## src/rtl/proc_ctrl_if.sv

```systemverilog
// Control bundle between the multi-cycle controller and the datapath/memory side.
// master = controller, slave = datapath.
interface proc_ctrl_if;
  logic [3:0]  opcode;
  logic        mem_ready;
  logic        alu_zero;
  logic        pc_en;
  logic [1:0]  pc_sel;
  logic        ir_load;
  logic        mem_req;
  logic        mem_we;
  logic        mem_addr_sel;
  logic        reg_we;
  logic        wb_sel;
  logic        alu_src;
  logic [2:0]  state;
  logic        halted;
  logic        error;
  logic [15:0] retired;

  modport master (
    input  opcode, mem_ready, alu_zero,
    output pc_en, pc_sel, ir_load, mem_req, mem_we, mem_addr_sel,
    output reg_we, wb_sel, alu_src, state, halted, error, retired
  );

  modport slave (
    output opcode, mem_ready, alu_zero,
    input  pc_en, pc_sel, ir_load, mem_req, mem_we, mem_addr_sel,
    input  reg_we, wb_sel, alu_src, state, halted, error, retired
  );
endinterface

```

## src/rtl/proc_ctrl.sv

```systemverilog
// Multi-cycle processor control FSM: fetch/decode/exec/mem/writeback sequencing with
// memory-wait timeout, halt/fault terminal states and a retired-instruction counter.
module proc_ctrl #(
  parameter int unsigned TIMEOUT = 16
) (
  input  logic         clk,
  input  logic         reset,
  proc_ctrl_if.master  bus
);

  localparam int unsigned CntW = $clog2(TIMEOUT + 1);

  typedef enum logic [2:0] {
    StFetch  = 3'd0,
    StDecode = 3'd1,
    StExec   = 3'd2,
    StMem    = 3'd3,
    StWb     = 3'd4,
    StHalt   = 3'd5,
    StFault  = 3'd6
  } state_t;

  state_t          state_q;
  logic [3:0]      op_q;
  logic [CntW-1:0] cnt_q;
  logic [15:0]     retired_q;

  logic is_alu, is_load, is_store, is_beq, is_jmp, is_halt, is_nop;
  logic timeout_hit, retire;

  always_comb begin
    is_alu   = ~op_q[3];
    is_load  = (op_q == 4'h8);
    is_store = (op_q == 4'h9);
    is_beq   = (op_q == 4'hA);
    is_jmp   = (op_q == 4'hB);
    is_halt  = (op_q == 4'hF);
    is_nop   = op_q[3] & op_q[2] & ~is_halt;
  end

  // Last permitted wait cycle; a ready on this cycle still completes normally.
  assign timeout_hit = (cnt_q == CntW'(TIMEOUT - 1));

  always_comb begin
    retire = 1'b0;
    case (state_q)
      StExec:  retire = is_beq | is_jmp | is_nop | is_halt;
      StMem:   retire = bus.mem_ready & is_store;
      StWb:    retire = 1'b1;
      default: retire = 1'b0;
    endcase
  end

  always_ff @(posedge clk or posedge reset) begin
    if (reset) begin
      state_q   <= StFetch;
      op_q      <= 4'h0;
      cnt_q     <= '0;
      retired_q <= 16'h0000;
    end else begin
      // Outside the memory-wait states the counter rests at zero, so entry always starts clean.
      cnt_q <= '0;
      if (retire) retired_q <= retired_q + 16'd1;
      case (state_q)
        StFetch: begin
          if (bus.mem_ready) begin
            state_q <= StDecode;
          end else begin
            cnt_q <= cnt_q + 1'b1;
            if (timeout_hit) state_q <= StFault;
          end
        end
        StDecode: begin
          op_q    <= bus.opcode;
          state_q <= StExec;
        end
        StExec: begin
          if (is_alu)                   state_q <= StWb;
          else if (is_load || is_store) state_q <= StMem;
          else if (is_halt)             state_q <= StHalt;
          else                          state_q <= StFetch;
        end
        StMem: begin
          if (bus.mem_ready) begin
            state_q <= is_store ? StFetch : StWb;
          end else begin
            cnt_q <= cnt_q + 1'b1;
            if (timeout_hit) state_q <= StFault;
          end
        end
        StWb:    state_q <= StFetch;
        StHalt:  state_q <= StHalt;
        StFault: state_q <= StFault;
        default: state_q <= StFault;
      endcase
    end
  end

  always_comb begin
    bus.pc_en        = 1'b0;
    bus.pc_sel       = 2'b00;
    bus.ir_load      = 1'b0;
    bus.mem_req      = 1'b0;
    bus.mem_we       = 1'b0;
    bus.mem_addr_sel = 1'b0;
    bus.reg_we       = 1'b0;
    bus.wb_sel       = 1'b0;
    bus.alu_src      = 1'b0;
    bus.halted       = 1'b0;
    bus.error        = 1'b0;
    bus.state        = state_q;
    bus.retired      = retired_q;
    // Strobes are held off for the whole reset window, not just after the first edge.
    if (!reset) begin
      case (state_q)
        StFetch: begin
          bus.mem_req = 1'b1;
          bus.ir_load = bus.mem_ready;
          bus.pc_en   = bus.mem_ready;
        end
        StExec: begin
          bus.alu_src = is_load | is_store;
          if (is_beq) begin
            bus.pc_en  = bus.alu_zero;
            bus.pc_sel = 2'b01;
          end else if (is_jmp) begin
            bus.pc_en  = 1'b1;
            bus.pc_sel = 2'b10;
          end
        end
        StMem: begin
          bus.mem_req      = 1'b1;
          bus.mem_addr_sel = 1'b1;
          bus.mem_we       = is_store;
          // Keep the immediate selected so the effective address stays stable while waiting.
          bus.alu_src      = 1'b1;
        end
        StWb: begin
          bus.reg_we = 1'b1;
          bus.wb_sel = is_load;
        end
        StHalt:  bus.halted = 1'b1;
        StFault: bus.error  = 1'b1;
        default: ;
      endcase
    end
  end

endmodule
```

## src/flat_wrapper.sv

```systemverilog
// flat-port wrapper written by rule: the top's interface ports become plain ports
module proc_ctrl_flat 
#(
  parameter int unsigned TIMEOUT = 16
)
  (clk, reset, bus_opcode, bus_mem_ready, bus_alu_zero, bus_pc_en, bus_pc_sel, bus_ir_load, bus_mem_req, bus_mem_we, bus_mem_addr_sel, bus_reg_we, bus_wb_sel, bus_alu_src, bus_state, bus_halted, bus_error, bus_retired);
  proc_ctrl_if bus_i ();
  input  logic clk;
  input  logic reset;
  input wire logic [$bits(bus_i.opcode)-1:0] bus_opcode;
  input wire logic [$bits(bus_i.mem_ready)-1:0] bus_mem_ready;
  input wire logic [$bits(bus_i.alu_zero)-1:0] bus_alu_zero;
  output wire logic [$bits(bus_i.pc_en)-1:0] bus_pc_en;
  output wire logic [$bits(bus_i.pc_sel)-1:0] bus_pc_sel;
  output wire logic [$bits(bus_i.ir_load)-1:0] bus_ir_load;
  output wire logic [$bits(bus_i.mem_req)-1:0] bus_mem_req;
  output wire logic [$bits(bus_i.mem_we)-1:0] bus_mem_we;
  output wire logic [$bits(bus_i.mem_addr_sel)-1:0] bus_mem_addr_sel;
  output wire logic [$bits(bus_i.reg_we)-1:0] bus_reg_we;
  output wire logic [$bits(bus_i.wb_sel)-1:0] bus_wb_sel;
  output wire logic [$bits(bus_i.alu_src)-1:0] bus_alu_src;
  output wire logic [$bits(bus_i.state)-1:0] bus_state;
  output wire logic [$bits(bus_i.halted)-1:0] bus_halted;
  output wire logic [$bits(bus_i.error)-1:0] bus_error;
  output wire logic [$bits(bus_i.retired)-1:0] bus_retired;
  assign bus_i.opcode = bus_opcode;
  assign bus_i.mem_ready = bus_mem_ready;
  assign bus_i.alu_zero = bus_alu_zero;
  assign bus_pc_en = bus_i.pc_en;
  assign bus_pc_sel = bus_i.pc_sel;
  assign bus_ir_load = bus_i.ir_load;
  assign bus_mem_req = bus_i.mem_req;
  assign bus_mem_we = bus_i.mem_we;
  assign bus_mem_addr_sel = bus_i.mem_addr_sel;
  assign bus_reg_we = bus_i.reg_we;
  assign bus_wb_sel = bus_i.wb_sel;
  assign bus_alu_src = bus_i.alu_src;
  assign bus_state = bus_i.state;
  assign bus_halted = bus_i.halted;
  assign bus_error = bus_i.error;
  assign bus_retired = bus_i.retired;
  proc_ctrl #(.TIMEOUT(TIMEOUT)) u_core (.clk(clk), .reset(reset), .bus(bus_i));
endmodule
```

## config.mk

```make
export PLATFORM = sky130hd
export DESIGN_NAME = proc_ctrl_flat
export DESIGN_NICKNAME = d
export VERILOG_FILES = /design/src/rtl/proc_ctrl_if.sv /design/src/rtl/proc_ctrl.sv /design/src/flat_wrapper.sv
export SDC_FILE = /design/constraint.sdc
export NUM_CORES = 1
export LEC_CHECK = 0
export ABC_AREA = 1
export BUFFER_PORTS_ARGS = -buffer_cell sky130_fd_sc_hd__buf_2
export CORE_ASPECT_RATIO = 1.75
export CORE_UTILIZATION = 58
export DETAILED_ROUTE_END_ITERATION = 8
export PLACE_DENSITY_LB_ADDON = 0.12
export SLEW_MARGIN = 5
export SYNTH_ARGS = -nofsm -noshare
export SYNTH_HDL_FRONTEND = slang
export SYNTH_SLANG_ARGS = --single-unit
```

## constraint.sdc

```tcl
create_clock -name clk -period 3.5 [get_ports clk]
set_input_delay 0.7 -clock clk [delete_from_list [all_inputs] [get_ports clk]]
set_output_delay 0.7 -clock clk [all_outputs]
set_load 0.05 [all_outputs]
```

After elaboration in Yosys (flattened, before gate mapping)
Index checks and enable logic that the tools add are counted.
Widths: inputs -> output; s select.
{"block": "totals", "out_inout_bits": 31, "wordCells": 66, "reg_bits": 28, "in_bits": 8}
{"block": "classes", "n_mux": 37, "addsub": 2, "n_eq_ne": 12, "bitwise": 8, "reduce_logical": 3}
{"cell": "$mux 3", "n": 7}
{"cell": "$eq 4x4->1 const B", "n": 5}
{"cell": "$mux 1", "n": 20}
{"cell": "$pmux 3 s6", "n": 1}
{"cell": "$add 16x1->16 const B", "n": 1}
{"cell": "$mux 5", "n": 2}
{"cell": "$eq 3x3->1 const B", "n": 3}
{"cell": "$mux 2", "n": 4}
{"cell": "$eq 3x2->1 const B", "n": 2}
{"cell": "$add 5x1->5 const B", "n": 1}
{"cell": "$eq 5x4->1 const B", "n": 1}
{"cell": "$or 1x1->1", "n": 4}
{"cell": "$pmux 1 s2", "n": 2}
{"cell": "$and 1x1->1", "n": 3}
{"cell": "$eq 3x1->1 const B", "n": 1}
{"cell": "$logic_not 3->1", "n": 1}
{"cell": "$pmux 1 s3", "n": 1}
{"cell": "$reduce_or 2->1", "n": 1}
{"cell": "$logic_or 1x1->1", "n": 1}
{"cell": "$not 1->1", "n": 1}

Logic depth before layout (Yosys ltp)
Gate-level depths: netlist of run 1.
{"block": "depth", "ltp_word": 6, "depth_mapped": 9, "ltp_nobuf": 9}

Worst setup path after synthesis of run 1
No wires, ideal clock.
{"block": "synth_path", "path_kind": "reg2out", "from": "reg u_core.state_q[1] (netlist: u_core.bus.state[1])", "to": "out bus_pc_sel[1]", "t_required_ps": 2800, "stages_incl_launch_ff": 3, "path_slack_ps": 371, "path_buffers": 0, "arrival_time_ps": 2429, "path_cell_list": "dfrtp_1 > nand3_2 > nor4_1"}
{"block": "synth_via", "elab_chain_len": 3}
{"item": "start: declaration", "line_no": "proc_ctrl.sv:23", "source": "state_t state_q;"}
{"item": "start signal: assignment", "line_no": "proc_ctrl.sv:56", "source": "state_q <= StFetch;"}
{"item": "start signal: assignment", "line_no": "proc_ctrl.sv:67", "source": "state_q <= StDecode;"}
{"item": "start signal: assignment", "line_no": "proc_ctrl.sv:70", "source": "if (timeout_hit) state_q <= StFault;"}
{"item": "$eq 3x2->1", "line_no": "proc_ctrl.sv:115", "source": "case (state_q)"}
{"item": "$mux 2", "line_no": "proc_ctrl.sv:115"}
{"item": "$mux 2", "line_no": "proc_ctrl.sv:114", "source": "if (!reset) begin"}
{"item": "end: declaration", "line_no": "flat_wrapper.sv:14", "source": "output wire logic [$bits(bus_i.pc_sel)-1:0] bus_pc_sel;"}
No other way between the ends.

Worst setup path in the final report of run 1
{"block": "layout_path", "from": "reg u_core.state_q[0] (netlist: u_core.bus.state[0])", "to": "out bus_pc_en"}
{"block": "layout_via", "elab_chain_len": 3, "word_cells_on_any_way": 4}
{"item": "$eq 3x2->1 or $logic_not 3->1 (tied branches)", "line_no": "proc_ctrl.sv:115"}
{"item": "$pmux 1 s2 (*)", "line_no": "proc_ctrl.sv:115"}
{"item": "$mux 1 (*)", "line_no": "proc_ctrl.sv:114"}
{"item": "end: declaration", "line_no": "flat_wrapper.sv:13", "source": "output wire logic [$bits(bus_i.pc_en)-1:0] bus_pc_en;"}
Every way passes the cells marked *; elsewhere a longest branch is shown, timed or not.

==> summary.md, run 1 <==
| Metric | Value |
|---|---|
| Status | finished with violations |
| Failing checks | design-rule violations |
| Yosys Warn Count | 0 |
| RSZ-0062 raised after global routing | false |
| Fillers | 270 |
| Vias after detailed routing | 1702 |
| Critical path endpoint category | output port |
| Worst vdd ir | 332 uV |
| Top cell type's share of synthesized area | 0.398 |
| Starting Density | 0.608 |
| Non-Filler Instances | 314 |
| Final Skew | 0.00390 ns |
| Vias in the first global route | 1587 |
| MaxCap Viol Count | 0 |
| Residual DRC count | 2 |
| Maximum fanout along the worst path | 6 |
| H-tree levels | 1 |
| IO Port Bufs | 38 |
| Fin Setup TNS | 0 ns |
| Die height | 74.9 microns |
| Peak Freq | 0.428 GHz |
| Worst hold margin | 0.468 ns |
| Setup bufs post-CTS | 0 |
| Remaining Overflow, GRT | 0 |
| WP data arrival | 1.64 ns |
| Leading area contributor after synthesis | dfrtp_1 |
| Power, Total | 596 uW |
| Pwr Density | 295 mW/mm^2 |
| CTS Sinks | 28 |
| Cell family with most CP delay | flip-flops |
| WL/cell | 11.9 microns |
| Leakage | 0.00102 uW |
| Crit path buffers/inverters | 2 |
| Largest cells by area after synthesis | dfrtp_1 40%, nand2_1 17%, nor2_1 7.9% |
| Row count | 26 |
| Post-synthesis instance total | 247 |
| Clock transition at the registers of the reported paths | 0.10 ns |
| Final-report max-slew violation count | 0 |
| Post-synth EDFFs | 0 |
| Cts repair resizes | 0 |
| First DRT Iteration DRCs | 31 |
| Die W | 43.6 microns |
| Clock Path Buffers | 2 |
| Worst-Margin Slew | 1.06 ns |
| ANT nets after route | 0 |
| Routability congestion estimate | 0.835 |
| Largest net degree at the start of global routing | 29 |
| CTS tree | done |
| I/O Pins | 39 |
| Clk root buf | clkbuf_8 |
| Initial antenna violation count | 0 |
| Setup CP Type | flip-flop to output port |
| Worst slew margin | 0.291 |
| Global-route wire length before repair | 6.25 mm |
| Synth async-reset ratio | 1.00 |
| Sequential cell area | 701 sq um |
| Hold WC Path Type | flip-flop to flip-flop |
| Ant. Diodes | 0 |
| WP data required | 2.80 ns |
| Post-synthesis cell type count | 28 |
| Slowest stage cell, crit path | dfrtp_1 |
| Hold violation total from the final report | 0 |
| CTS Buf Count | 3 |
| Core region area | 0.00290 sq mm |
| Clk Latency, worst-skew pair | 0.28 ns |
| Mapped Area | 0.00176 sq mm |
| Startpoint types | flip-flop |
| Yosys reg bits | 28 |
| Placed insts | 310 |
| 1st-pass router iterations | 6 |
| Critical-path cell list | inv_2, nand3_2, nor2_1, o211ai_1, o21ai_0, buf_2 |
| Mapped Nets | 258 |
| Synth-to-Final Area Change | 14.9% |
| Setup-failing EPs final | 0 |
| Seq/Total Area, Yosys | 0.398 |
| Via density | 5.42 |
| Die area | 0.00327 sq mm |
| Hold Buf Count CTS | 0 |
| Post-Syn Area per Cell | 7.12 sq um |
| Layout Nets | 298 |
| Final worst-path cycle share | 0.668 |
| Primary FF master, synth | dfrtp_1 |
| Final WL | 3.73 mm |
| Final min period | 2.34 ns |
| Critical path's largest stage delay | 0.47 ns |
| Tot GR Track Use | 0.253 |
| Area taken by multi-input logic gates | 912 sq um |
| DPL Wire Length | 2.83 mm |
| Layout cell share with drive strength beyond 1 | 0.213 |
## placed cells by master (no fill, tap or decap)
cell type and instances:
and3_1 1, o21ai_2 6, and2_1 2, o211ai_1 1, nand2_4 1, nor3b_1 1, dfrtp_1 28, xor2_1 6
nor2_1 37, nand2_1 82, nor4_1 1, o21ai_0 12, inv_1 25, nand4_1 4, ha_1 3, xnor2_1 1
clkinv_1 1, o31ai_1 1, buf_2 38, nor3_1 6, bufinv_16 1, nand3_1 11, clkbuf_8 3, a21o_1 1
inv_2 4, nor3_2 1, a21oi_1 1, nand3_2 5, nor2_2 2
## Yosys cell counts, types with 3 or more instances
master	number
dfrtp_1	28
ha_1	3
inv_1	25
inv_2	4
nand2_1	82
nand3_1	11
nand3_2	5
nand4_1	4
nor2_1	37
nor3_1	6
o21ai_0	12
o21ai_2	6
xor2_1	6
## cell families (layout without fill, tap and decap cells)
kind of cell             after synthesis  after routing  synth area share
buffers and inverters                 33             72            0.0832
flip-flops                            28             28             0.398
AO/OA/AOI/OAI                         22             22            0.0797
XOR/XNOR                               7              7            0.0349
adder cells (fa/ha/maj)                3              3            0.0213
AND/OR/NAND/NOR                      154            154             0.383
## where the power goes
group          switching, uW  total (uW)  internal (uW)  leakage, uW
logic                   12.3        15.8           3.52     0.000625
clock network            103         257            153    0.0000357
registers                  0         323            323     0.000360
total                    116         596            480      0.00102
## metrics by stage
stage,setup slack (ns),utilization,area (sq um)
2_1_floorplan,0.371,-,1760
3_3_place_gp,1.33,0.674,1950
3_5_place_dp,1.31,0.674,1950
4_1_cts,1.16,0.698,2020
5_1_grt,1.04,0.698,2020
6_report,1.16,0.698,2020
## sequential cells by signal, indices dropped and copies added (netlist names)
signal and flops:
u_core.op_q 4, u_core.cnt_q 5, u_core.bus.state 3, u_core.bus.retired 16
## worst register-to-register path: cells and delay by family (launching register included)
family / cells / cell delay [ns]
buffers and inverters: 2 / 0.29
DFF: 1 / 0.47
and+or+nand+nor: 6 / 0.76
## cell type report
cell class                 instances  share of cell area
tap                               28              0.0173
clock inverter                     1              0.0149
multi-input combinational        186               0.451
inverter                          30              0.0557
timing repair buffer              38              0.0941
sequential                        28               0.347
clock buffer                       3              0.0204
## path summary, 6_finish.rpt
kind	cells past startpoint	from	slack, ns	end
min	1	u_core.cnt_q[0]	0.47	u_core.cnt_q[0]
min in group asynchronous	2	reset	0.78	u_core.op_q[0]
max	6	u_core.bus.state[0]	1.16	bus_pc_en
max in group asynchronous	2	reset	2.09	u_core.op_q[2]
min reg2reg	1	u_core.cnt_q[0]	0.47	u_core.cnt_q[0]
max reg2reg	8	u_core.bus.state[0]	1.88	u_core.bus.retired[0]
## layer usage
metal  track usage  share of wire  vias up
li1              -              -      864
met1         0.245           0.39      776
met2         0.496           0.54       50
met3        0.0240          0.035       12
met4         0.146          0.038        0
met5             0              0        -
No activity file was read; power rests on OpenSTA's default activity.
==> inputs of run 2 (changes only) <==
--- a/config.mk
+++ b/config.mk
@@ -5,10 +5,10 @@
 export SDC_FILE = /design/constraint.sdc
 export NUM_CORES = 1
 export LEC_CHECK = 0
-export ABC_AREA = 1
+export ABC_AREA = 0
 export BUFFER_PORTS_ARGS = -buffer_cell sky130_fd_sc_hd__buf_2
 export CORE_ASPECT_RATIO = 1.75
-export CORE_UTILIZATION = 58
+export CORE_UTILIZATION = 47
 export DETAILED_ROUTE_END_ITERATION = 8
 export PLACE_DENSITY_LB_ADDON = 0.12
 export SLEW_MARGIN = 5
==> constraint.sdc (replaced) <==
create_clock -name clk -period 1.9 [get_ports clk]
set_input_delay 0.38 -clock clk [delete_from_list [all_inputs] [get_ports clk]]
set_output_delay 0.38 -clock clk [all_outputs]
set_load 0.05 [all_outputs]
==> summary.md, run 2 <==
| Metric | Value |
|---|---|
| Setup WS post-layout | -0.0303 ns |
| R2r setup slk | 0.16 ns |
| Initial antenna violation count | 0 |
| Vias after detailed routing | 1388 |
| IO Port Bufs | 38 |
| Clock transition at the registers of the reported paths | 0.10 ns |
| Synth async-reset ratio | 1.00 |
| Final worst-path cycle share | 1.02 |
| Peak Freq | 0.518 GHz |
| Final min period | 1.93 ns |
| Hold Buf Count CTS | 0 |
| Reg-to-Reg Start | u_core.op_q[1] |
| Worst slew margin | 0.736 |
| Worst-Margin Slew | 0.393 ns |
| Layout Nets | 225 |
| Commonest non-fill, non-tap cells in the layout | 29 x buf_2, 24 x dfrtp_1, 19 x buf_4, 17 x xnor2_1, 15 x nor2_1 |
| R2r worst-path depth | 6 |
| Post-synth EDFFs | 0 |
| Leakage | 0.000959 uW |
| Largest cells by area after synthesis | dfrtp_1 45%, xnor2_1 9.6%, nor2_1 4.8% |
| Remaining Overflow, GRT | 0 |
| Most common cell in the netlist | dfrtp_1 |
| Die W | 45.4 microns |
| Residual DRC count | 0 |
| WP data arrival | 1.55 ns |
| Clk Latency, worst-skew pair | 0.27 ns |
| Primary FF master, synth | dfrtp_1 |
| Largest net degree at the start of global routing | 29 |
| DPL Wire Length | 2.84 mm |
| Critical path endpoint category | output port |
| Final Skew | 0.00356 ns |
| CTS tree | done |
| Failing checks | negative setup slack |
| Synth-to-Final Area Change | 40.4% |
| Hold violation total from the final report | 0 |
| Setup CP Type | flip-flop to output port |
| Die area | 0.00354 sq mm |
| Commonest non-fill, non-tap cell in the layout | buf_2 |
| Global-route wire length before repair | 6.65 mm |
| Hold WC Path Type | input pin to flip-flop |
| ANT nets after route | 0 |
| 1st-pass router iterations | 4 |
| Crit path buffers/inverters | 2 |
| Post-synthesis cell type count | 41 |
| Core region area | 0.00314 sq mm |
| Post-synthesis instance total | 156 |
| Ant. Diodes | 0 |
| Post-Syn Area per Cell | 9.93 sq um |
| Crit. Startpoint | u_core.op_q[3] |
| First DRT Iteration DRCs | 31 |
| Cell family with most CP delay | simple AND/OR/NAND/NOR gates |
| Critical-path cell list | inv_2, or3_4, a211oi_4, buf_6 |
| RSZ-0062 raised after global routing | true |
| Reg-to-Reg End | u_core.bus.retired[7] |
| Layout cell share with drive strength beyond 1 | 0.423 |
| Clock Path Buffers | 2 |
| CTS Buf Count | 3 |
| CP Depth | 4 |
| Final WL | 3.85 mm |
| Starting Density | 0.493 |
| Vias in the first global route | 1497 |
| Mapped Area | 0.00155 sq mm |
| Tot GR Track Use | 0.248 |
| Mapped Nets | 167 |
| Slowest stage cell, crit path | or3_4 |
| Setup-failing EPs final | 2 |
| Fillers | 246 |
| Clk root buf | clkbuf_8 |
| Critical path's largest stage delay | 0.43 ns |
| Yosys Warn Count | 0 |
| Layout Utilization | 0.692 |
| Fin Setup TNS | -0.0384 ns |
| Routability congestion estimate | 0.904 |
| Yosys reg bits | 28 |
| Seq/Total Area, Yosys | 0.452 |
| Top cell type's share of synthesized area | 0.452 |
| CTS Sinks | 28 |
| Pwr Density | 1510 mW/mm^2 |
| Status | finished with violations |
| Max reg flops | 16 |
| Row count | 27 |
| Critical Path End | bus_alu_src |
| Die height | 77.9 microns |
| H-tree levels | 1 |
| WP data required | 1.52 ns |
| Startpoint types | flip-flop |
| Power, Total | 3280 uW |
| Synth cell count leaders | 28 x dfrtp_1, 20 x nor2_1, 17 x xnor2_1 |
| I/O Pins | 39 |
| Final-report max-slew violation count | 0 |
| WL/cell | 15.0 microns |
| Maximum fanout along the worst path | 4 |
| Via density | 5.42 |
| Leading area contributor after synthesis | dfrtp_1 |
| Worst vdd ir | 1090 uV |
| MaxCap Viol Count | 0 |
[run 2: cell count changes after synthesis, moves of 5 or more]
cell,delta
o21ai_0,-9
nand2_1,-73
nor2_1,-17
o21ai_2,-6
nand3_2,-5
inv_1,-16
xnor2_1,+16
xor2_1,-5
[run 2: logic make-up after synthesis]
family / Yosys count / synth area share
and+or+nand+nor: 74 / 0.264
adders and majority gates: 3 / 0.0242
xor gates and xnor gates: 18 / 0.102
buffers and inverters: 15 / 0.0477
AOI/OAI and AO/OA: 15 / 0.0881
muxes: 3 / 0.0218
DFF: 28 / 0.452
[run 2: how the worst min path moves through the flow]
stage                           startpoint                     end  slack, ns  depth (start not counted)
floorplan                            reset   u_core.bus.retired[0]       0.29                          1
detailed placement  u_core.bus.retired[15]  u_core.bus.retired[15]       0.46                          1
global placement           u_core.cnt_q[0]         u_core.cnt_q[0]       0.44                          1
CTS                          bus_opcode[3]          u_core.op_q[3]       0.31                          3
global route                 bus_opcode[3]          u_core.op_q[3]       0.32                          3
finish                       bus_opcode[0]          u_core.op_q[0]       0.32                          3
[run 2: through the flow]
stage / setup slack [ns] / cell area (sq um) / cells / hold WS [ns]
3_3_place_gp: 0.0933 / 1960 / 244 / 0.445
2_1_floorplan: -0.411 / 1680 / 156 / 0.287
4_1_cts: -0.0477 / 2140 / 254 / 0.311
6_report: -0.0303 / 2170 / 256 / 0.319
5_1_grt: -0.0829 / 2170 / 256 / 0.319
3_5_place_dp: 0.0273 / 1960 / 244 / 0.460
[run 2: cell type report]
| class | instances | area, sq um | share of cell area |
|---|---|---|---|
| inverter | 10 | 41.3 | 0.0190 |
| timing repair buffer | 58 | 409 | 0.188 |
| tap | 43 | 53.8 | 0.0247 |
| sequential | 28 | 706 | 0.325 |
| multi-input combinational | 113 | 910 | 0.418 |
| clock buffer | 4 | 55.1 | 0.0253 |
[run 2: metal layers]
metal	track usage	vias up	routed length [microns]
met5	0	-	0
met2	0.439	36	2160
met1	0.271	681	1450
li1	-	658	-
met4	0.124	0	144
met3	0.0279	13	97
[run 2: repair_timing]
item / CTS / global route
setup endpoints to repair: 7 / 9
setup buffers: 6 / 2
gates resized for setup: 18 / 7
pin swaps: 5 / 4
[run 2: worst reg2reg max path: cells and delay by family (launching register included)]
kind,cells,cell delay (ns)
flip-flops,1,0.45
AND/OR/NAND/NOR,2,0.41
AO/OA/AOI/OAI,1,0.24
XOR/XNOR,1,0.15
buffers and inverters,2,0.39
[run 2: where the power goes]
group / switching (uW) / leakage [uW] / internal [uW]
Clock: 186 / 0.0000288 / 185
Sequential: 208 / 0.000363 / 752
Combinational: 1190 / 0.000568 / 757
